`config.mk`:
```
export PLATFORM = sky130hd
export DESIGN_NAME = seg_scan_driver_flat
export DESIGN_NICKNAME = d
export VERILOG_FILES = /design/src/rtl/seg_scan_driver_pkg.sv /design/src/rtl/seg_scan_driver_if.sv /design/src/rtl/seg_hex_decode.sv /design/src/rtl/seg_scan_driver.sv /design/src/flat_wrapper.sv
export SDC_FILE = /design/constraint.sdc
export NUM_CORES = 1
export LEC_CHECK = 0
export CAP_MARGIN = 10
export CORE_ASPECT_RATIO = 1.2
export CORE_MARGIN = 10
export CORE_UTILIZATION = 45
export CTS_BUF_LIST = sky130_fd_sc_hd__clkbuf_2 sky130_fd_sc_hd__clkbuf_4 sky130_fd_sc_hd__clkbuf_8
export CTS_CLUSTER_DIAMETER = 40
export DETAILED_ROUTE_END_ITERATION = 6
export PLACE_DENSITY = 0.77
export REMOVE_ABC_BUFFERS = 1
export SETUP_SLACK_MARGIN = 0.5
export SLEW_MARGIN = 25
export SYNTH_ARGS = -nofsm -noshare
export SYNTH_HDL_FRONTEND = slang
export SYNTH_SLANG_ARGS = --single-unit
```
`constraint.sdc`:
```
create_clock -name clk -period 2.7 [get_ports clk]
set_input_delay 0.27 -clock clk [delete_from_list [all_inputs] [get_ports clk]]
set_output_delay 0.27 -clock clk [all_outputs]
set_load 0.02 [all_outputs]
```
`src/rtl/seg_scan_driver_pkg.sv`:
```
// seg_scan_driver shared constants: segment patterns and group geometry.
// Used by the top, the hex decoder and the write-port interface users.
package seg_scan_driver_pkg;

  localparam int DIGITS = 4;
  localparam int DP_BIT = 7;

  localparam logic [6:0] BLANK = 7'h00;

  // Index is the nibble value; bits are {g,f,e,d,c,b,a}
  localparam logic [6:0] SEG_HEX [16] = '{
    7'h3F, 7'h06, 7'h5B, 7'h4F,
    7'h66, 7'h6D, 7'h7D, 7'h07,
    7'h7F, 7'h6F, 7'h77, 7'h7C,
    7'h39, 7'h5E, 7'h79, 7'h71
  };

endpackage

```
`src/rtl/seg_scan_driver_if.sv`:
```
// CPU-side write port of seg_scan_driver.
// master drives writes; slave reports the pending flag.
interface seg_scan_driver_if;

  logic        wr_en;
  logic [31:0] wr_data;
  logic [7:0]  wr_dp;
  logic        pending;

  modport master (
    output wr_en, wr_data, wr_dp,
    input  pending
  );

  modport slave (
    input  wr_en, wr_data, wr_dp,
    output pending
  );

endinterface

```
`src/rtl/seg_hex_decode.sv`:
```
// Combinational nibble to seven-segment pattern {g,f,e,d,c,b,a}.
// One instance per display group.
module seg_hex_decode
  import seg_scan_driver_pkg::*;
(
  input  logic [3:0] i_nib,
  output logic [6:0] o_seg
);

  always_comb begin
    o_seg = BLANK;
    o_seg = SEG_HEX[i_nib];
  end

endmodule

```
`src/rtl/seg_scan_driver.sv`:
```
// Two-group multiplexed 7-seg driver with frame-aligned shadow commit.
// Optional leading-zero blanking: define SEG_ZERO_BLANK_EN.
module seg_scan_driver
  import seg_scan_driver_pkg::*;
#(
  parameter int SCAN_DIV = 50000
) (
  input  logic             clk,
  input  logic             rst,
  seg_scan_driver_if.slave bus,
  output logic [3:0]       seg0_cs,
  output logic [7:0]       seg0_data,
  output logic [3:0]       seg1_cs,
  output logic [7:0]       seg1_data
);

  localparam int DW = (SCAN_DIV > 1) ? $clog2(SCAN_DIV) : 1;

  logic [DW-1:0] r_div;
  logic [1:0]    r_idx;
  logic [31:0]   r_sh_val;
  logic [7:0]    r_sh_dp;
  logic [31:0]   r_dv_val;
  logic [7:0]    r_dv_dp;
  logic          r_pend;
  logic [3:0]    r_cs;
  logic [7:0]    r_d0;
  logic [7:0]    r_d1;

  logic       w_tick;
  logic       w_frame;
  logic [3:0] w_nib0;
  logic [3:0] w_nib1;
  logic [6:0] w_pat0;
  logic [6:0] w_pat1;
  logic       w_dp0;
  logic       w_dp1;
  logic       w_blank0;
  logic       w_blank1;

  assign w_tick  = (r_div == DW'(SCAN_DIV - 1));
  assign w_frame = w_tick && (r_idx == 2'd3);

  // Group 0 holds the upper word half, group 1 the lower
  assign w_nib0 = r_dv_val[{1'b1, r_idx, 2'b00} +: 4];
  assign w_nib1 = r_dv_val[{1'b0, r_idx, 2'b00} +: 4];
  assign w_dp0  = r_dv_dp[{1'b1, r_idx}];
  assign w_dp1  = r_dv_dp[{1'b0, r_idx}];

  seg_hex_decode u_dec0 (
    .i_nib (w_nib0),
    .o_seg (w_pat0)
  );

  seg_hex_decode u_dec1 (
    .i_nib (w_nib1),
    .o_seg (w_pat1)
  );

`ifdef SEG_ZERO_BLANK_EN
  logic [3:0] w_nz0;
  logic [3:0] w_nz1;

  always_comb begin
    w_nz0 = '0;
    w_nz1 = '0;
    for (int i = 0; i < DIGITS; i++) begin
      w_nz0[i] = |r_dv_val[16+4*i +: 4];
      w_nz1[i] = |r_dv_val[4*i +: 4];
    end
  end

  // Blank when this digit and every higher one in the group is zero
  assign w_blank0 = (r_idx != 2'd0) && ((w_nz0 >> r_idx) == 4'd0);
  assign w_blank1 = (r_idx != 2'd0) && ((w_nz1 >> r_idx) == 4'd0);
`else
  assign w_blank0 = 1'b0;
  assign w_blank1 = 1'b0;
`endif

  always_ff @(posedge clk) begin
    if (!rst) begin
      r_div    <= '0;
      r_idx    <= '0;
      r_sh_val <= '0;
      r_sh_dp  <= '0;
      r_dv_val <= '0;
      r_dv_dp  <= '0;
      r_pend   <= 1'b0;
      r_cs     <= '0;
      r_d0     <= '0;
      r_d1     <= '0;
    end else begin
      if (w_tick) begin
        r_div <= '0;
        r_idx <= r_idx + 2'd1;
      end else begin
        r_div <= r_div + 1'b1;
      end
      // Commit uses the pre-edge shadow, so a colliding write waits a frame
      if (w_frame && r_pend) begin
        r_dv_val <= r_sh_val;
        r_dv_dp  <= r_sh_dp;
      end
      if (bus.wr_en) begin
        r_sh_val <= bus.wr_data;
        r_sh_dp  <= bus.wr_dp;
        r_pend   <= 1'b1;
      end else if (w_frame) begin
        r_pend   <= 1'b0;
      end
      r_cs <= 4'b0001 << r_idx;
      r_d0 <= {w_dp0, w_blank0 ? BLANK : w_pat0};
      r_d1 <= {w_dp1, w_blank1 ? BLANK : w_pat1};
    end
  end

  assign bus.pending = r_pend;
  assign seg0_cs     = r_cs;
  assign seg1_cs     = r_cs;
  assign seg0_data   = r_d0;
  assign seg1_data   = r_d1;

endmodule
```
`src/flat_wrapper.sv`:
```
// flat-port wrapper written by rule: the top's interface ports become plain ports
module seg_scan_driver_flat import seg_scan_driver_pkg::*;
#(
  parameter int SCAN_DIV = 50000
)
  (clk, rst, seg0_cs, seg0_data, seg1_cs, seg1_data, bus_wr_en, bus_wr_data, bus_wr_dp, bus_pending);
  seg_scan_driver_if bus_i ();
  input  logic clk;
  input  logic rst;
  output logic [3:0] seg0_cs;
  output logic [7:0] seg0_data;
  output logic [3:0] seg1_cs;
  output logic [7:0] seg1_data;
  input wire logic [$bits(bus_i.wr_en)-1:0] bus_wr_en;
  input wire logic [$bits(bus_i.wr_data)-1:0] bus_wr_data;
  input wire logic [$bits(bus_i.wr_dp)-1:0] bus_wr_dp;
  output wire logic [$bits(bus_i.pending)-1:0] bus_pending;
  assign bus_i.wr_en = bus_wr_en;
  assign bus_i.wr_data = bus_wr_data;
  assign bus_i.wr_dp = bus_wr_dp;
  assign bus_pending = bus_i.pending;
  seg_scan_driver #(.SCAN_DIV(SCAN_DIV)) u_core (.clk(clk), .rst(rst), .bus(bus_i), .seg0_cs(seg0_cs), .seg0_data(seg0_data), .seg1_cs(seg1_cs), .seg1_data(seg1_data));
endmodule
```
==> impl_metrics.tcl <==
set metrics [dict create \
    drive_above_1_share 0.104 \
    clk_pin_slew_ns 0.07 \
    area_growth_pct 22.1 \
    nets 631 \
    cts_sinks 119 \
    cts-buffers-inserted 17 \
    first_iter_violations 215 \
    cts_resized 1 \
    synth_edf_count 0 \
    multi_input_area_um2 2370 \
    htreeDepth 4 \
    antenna_found_initial 0 \
    dp.cells 685 \
    num_rows 42 \
    startpoint_type "flop" \
    cts_root_buf "clkbuf_8" \
    hold_path_depth 1 \
    cellPowerDensity_nw_per_um2 620 \
    hold_end "u_core.r_div[0]" \
    die_y_um 136 \
    criticalPathCategory "flop to flop" \
    min_path_type "flop to flop" \
    syn_inst 525 \
    setup_viol 0 \
    grt_overflow 0 \
    wl_per_cell_um 15.4 \
    final_util 0.559 \
    dp_slack_ns 0.474 \
    finalWorstSetupSlack_ns 0.507 \
    dp_hpwl_mm 7.58 \
    grt_max_degree 78 \
    max_cap_violations 0 \
    ys_warn_count 0 \
    path_max_fanout 43 \
    status "complete, no violations" \
    holdBufCountCts 0 \
    slew_violations 0 \
    start_util 0.458 \
    rr_worst_depth 4 \
    clock_skew_ns 0.00806 \
    syn_area_per_cell_um2 9.58 \
    hold_viol_final 0 \
    cts_setup_buffers 0 \
    die_x_um 116 \
    max_clock_freq_mhz 456 \
    postRouteAntennaNets 0 \
    fin_crit_ns 2.19 \
    cp.required_ns 3.01 \
    critPathSlowestCell "or4_4" \
    n_fill_cell 992 \
    worst_pin_slew_ns 0.677 \
    grt_pass1_vias 3891 \
    relSlewSlack 0.549 \
    core-area_um2 11000 \
    n_antenna_cell 0 \
    leakage_nw 2.33 \
    min_period_over_period 0.812 \
    clock_latency_ns 0.44 \
    viasPerCell 5.44 \
    ir_drop_v 0.000364 \
    synth-main-ff-cell "dfxtp_1" \
    cts_buffer_depth 2 \
    r2r_end "u_core.r_dv_dp[7]" \
    drc_errors 0 \
    synth-seq-cells 119 \
    rsz0062_at_grt "yes" \
    grt_first_pass_wirelength_mm 18.2 \
    synth_area_um2 5030 \
    vias 3897 \
    firstDrtPassIters 4 \
    endpoint_kind "flop" \
    r2r-start "u_core.r_div[5]" \
    fin_cells 717 \
    cp_data_arrival_time_ns 2.51 \
    drt-total-wl_mm 11.0 \
    gr-usage-all-layers 0.145 \
    reg2reg_setup_slack_ns 0.51 \
    port_buffers 67 \
    slowest_delay_ns 0.77 \
    cts_tree "done" \
    tns_ns 0 \
    synth_cell_types 46 \
    io-pin-count 68 \
    async_reset_ff_frac 0 \
    routabilityCongestion 0.799 \
    crit_chain "or4b_4, or4_4, o21ai_0, a21oi_1" \
    die-area_um2 15800 \
    ys_seq_area_frac 0.474 \
    seqCellArea_um2 2380 \
    min_from "u_core.r_div[0]" \
]
==> worst max path at each step <==
| stage | from | to | slack [ns] | cells past startpoint |
|---|---|---|---|---|
| after floorplan | u_core.r_div[5] | u_core.bus.pending | 0.12 | 4 |
| after global placement | u_core.r_idx[0] | u_core.seg0_data[1] | 0.57 | 6 |
| after detailed placement | u_core.r_idx[0] | u_core.seg0_data[1] | 0.47 | 6 |
| after CTS | u_core.r_div[5] | u_core.r_dv_dp[7] | 0.53 | 4 |
| after global routing | u_core.r_div[5] | u_core.r_div[5] | 0.47 | 4 |
| final | u_core.r_div[5] | u_core.r_dv_dp[7] | 0.51 | 4 |
==> cells in the final DEF, fill, tap and decap left out, types with 14 or more instances in the layout <==
cell type	netlist	final
ha_1	16	16
dfxtp_1	119	118
nand2_1	14	14
nor2_1	59	59
a21oi_1	49	49
clkbuf_8	0	19
nand3_1	45	45
o21ai_1	35	35
clkdlybuf4s50_1	0	66
mux2i_1	48	48
==> through the flow <==
step / hold slack (ns) / instance area, um^2 / power, mW
after floorplan: 0.388 / 4790 / 1.96
after global placement: 0.424 / 5700 / 2.09
after detailed placement: 0.443 / 5700 / 2.10
after CTS: 0.428 / 6140 / 3.84
after global routing: 0.418 / 6140 / 3.96
final: 0.444 / 6140 / 3.80
==> layer usage <==
metal  routed length, um  vias up  global-route usage
li1                    -     1937                   -
met1                4620     1850               0.158
met2                5690       96               0.246
met3                 534       14              0.0554
met4                 197        0              0.0578
met5                   0        -                   0
==> layout make-up <==
| type | instances | area share |
|---|---|---|
| clock buffer | 22 | 0.0463 |
| clock inverter | 10 | 0.0245 |
| inverter | 8 | 0.00489 |
| multi-input combinational | 351 | 0.387 |
| sequential | 119 | 0.388 |
| tap | 132 | 0.0269 |
| timing repair buffer | 75 | 0.122 |
==> sequential cells by signal (all words and copies together) (netlist names) <==
name and cells:
u_core.r_idx 2, u_core.r_dv_val 32, u_core.seg0_cs 4, u_core.r_sh_val 32
u_core.r_dv_dp 8, u_core.seg0_data 8, u_core.r_sh_dp 8, u_core.r_div 16
u_core.bus.pending 1, u_core.seg1_data 8
==> report_power, final <==
| group | switching (mW) | total (mW) | leakage, nW | internal [mW] |
|---|---|---|---|---|
| logic | 0.0990 | 0.220 | 1.13 | 0.122 |
| clock network | 0.672 | 1.75 | 0.230 | 1.08 |
| registers | 0.0292 | 1.84 | 0.973 | 1.81 |
==> synthesized netlist by cell type (all sizes together), types with 6 or more instances <==
library cell,number,area [um^2]
a21oi,49,245
and3,6,37.5
buf,27,166
clkbuf,20,75.1
dfxtp,119,2380
ha,16,200
inv,8,30.0
mux2i,48,480
mux4,8,180
nand2,15,63.8
nand3,45,225
nor2,59,221
o21ai,47,246
xor2,9,78.8
==> worst max-delay path, delay by kind of cell (launching register included) <==
family           cells  cell delay [ns]
AND/OR/NAND/NOR      2             1.34
flip-flops           1             0.34
AO/OA/AOI/OAI        2             0.37
==> kinds of logic (layout without fill, tap and decap cells) <==
| logic type | count (synthesis) | count (layout) | share of synthesized area |
|---|---|---|---|
| and+or+nand+nor | 150 | 150 | 0.149 |
| DFF | 119 | 119 | 0.474 |
| AOI/OAI and AO/OA | 115 | 115 | 0.127 |
| muxes | 58 | 58 | 0.136 |
| buffers and inverters | 55 | 115 | 0.0540 |
| adders and majority gates | 16 | 16 | 0.0398 |
| xor gates and xnor gates | 12 | 12 | 0.0209 |
(Power assumes the default switching activity.)
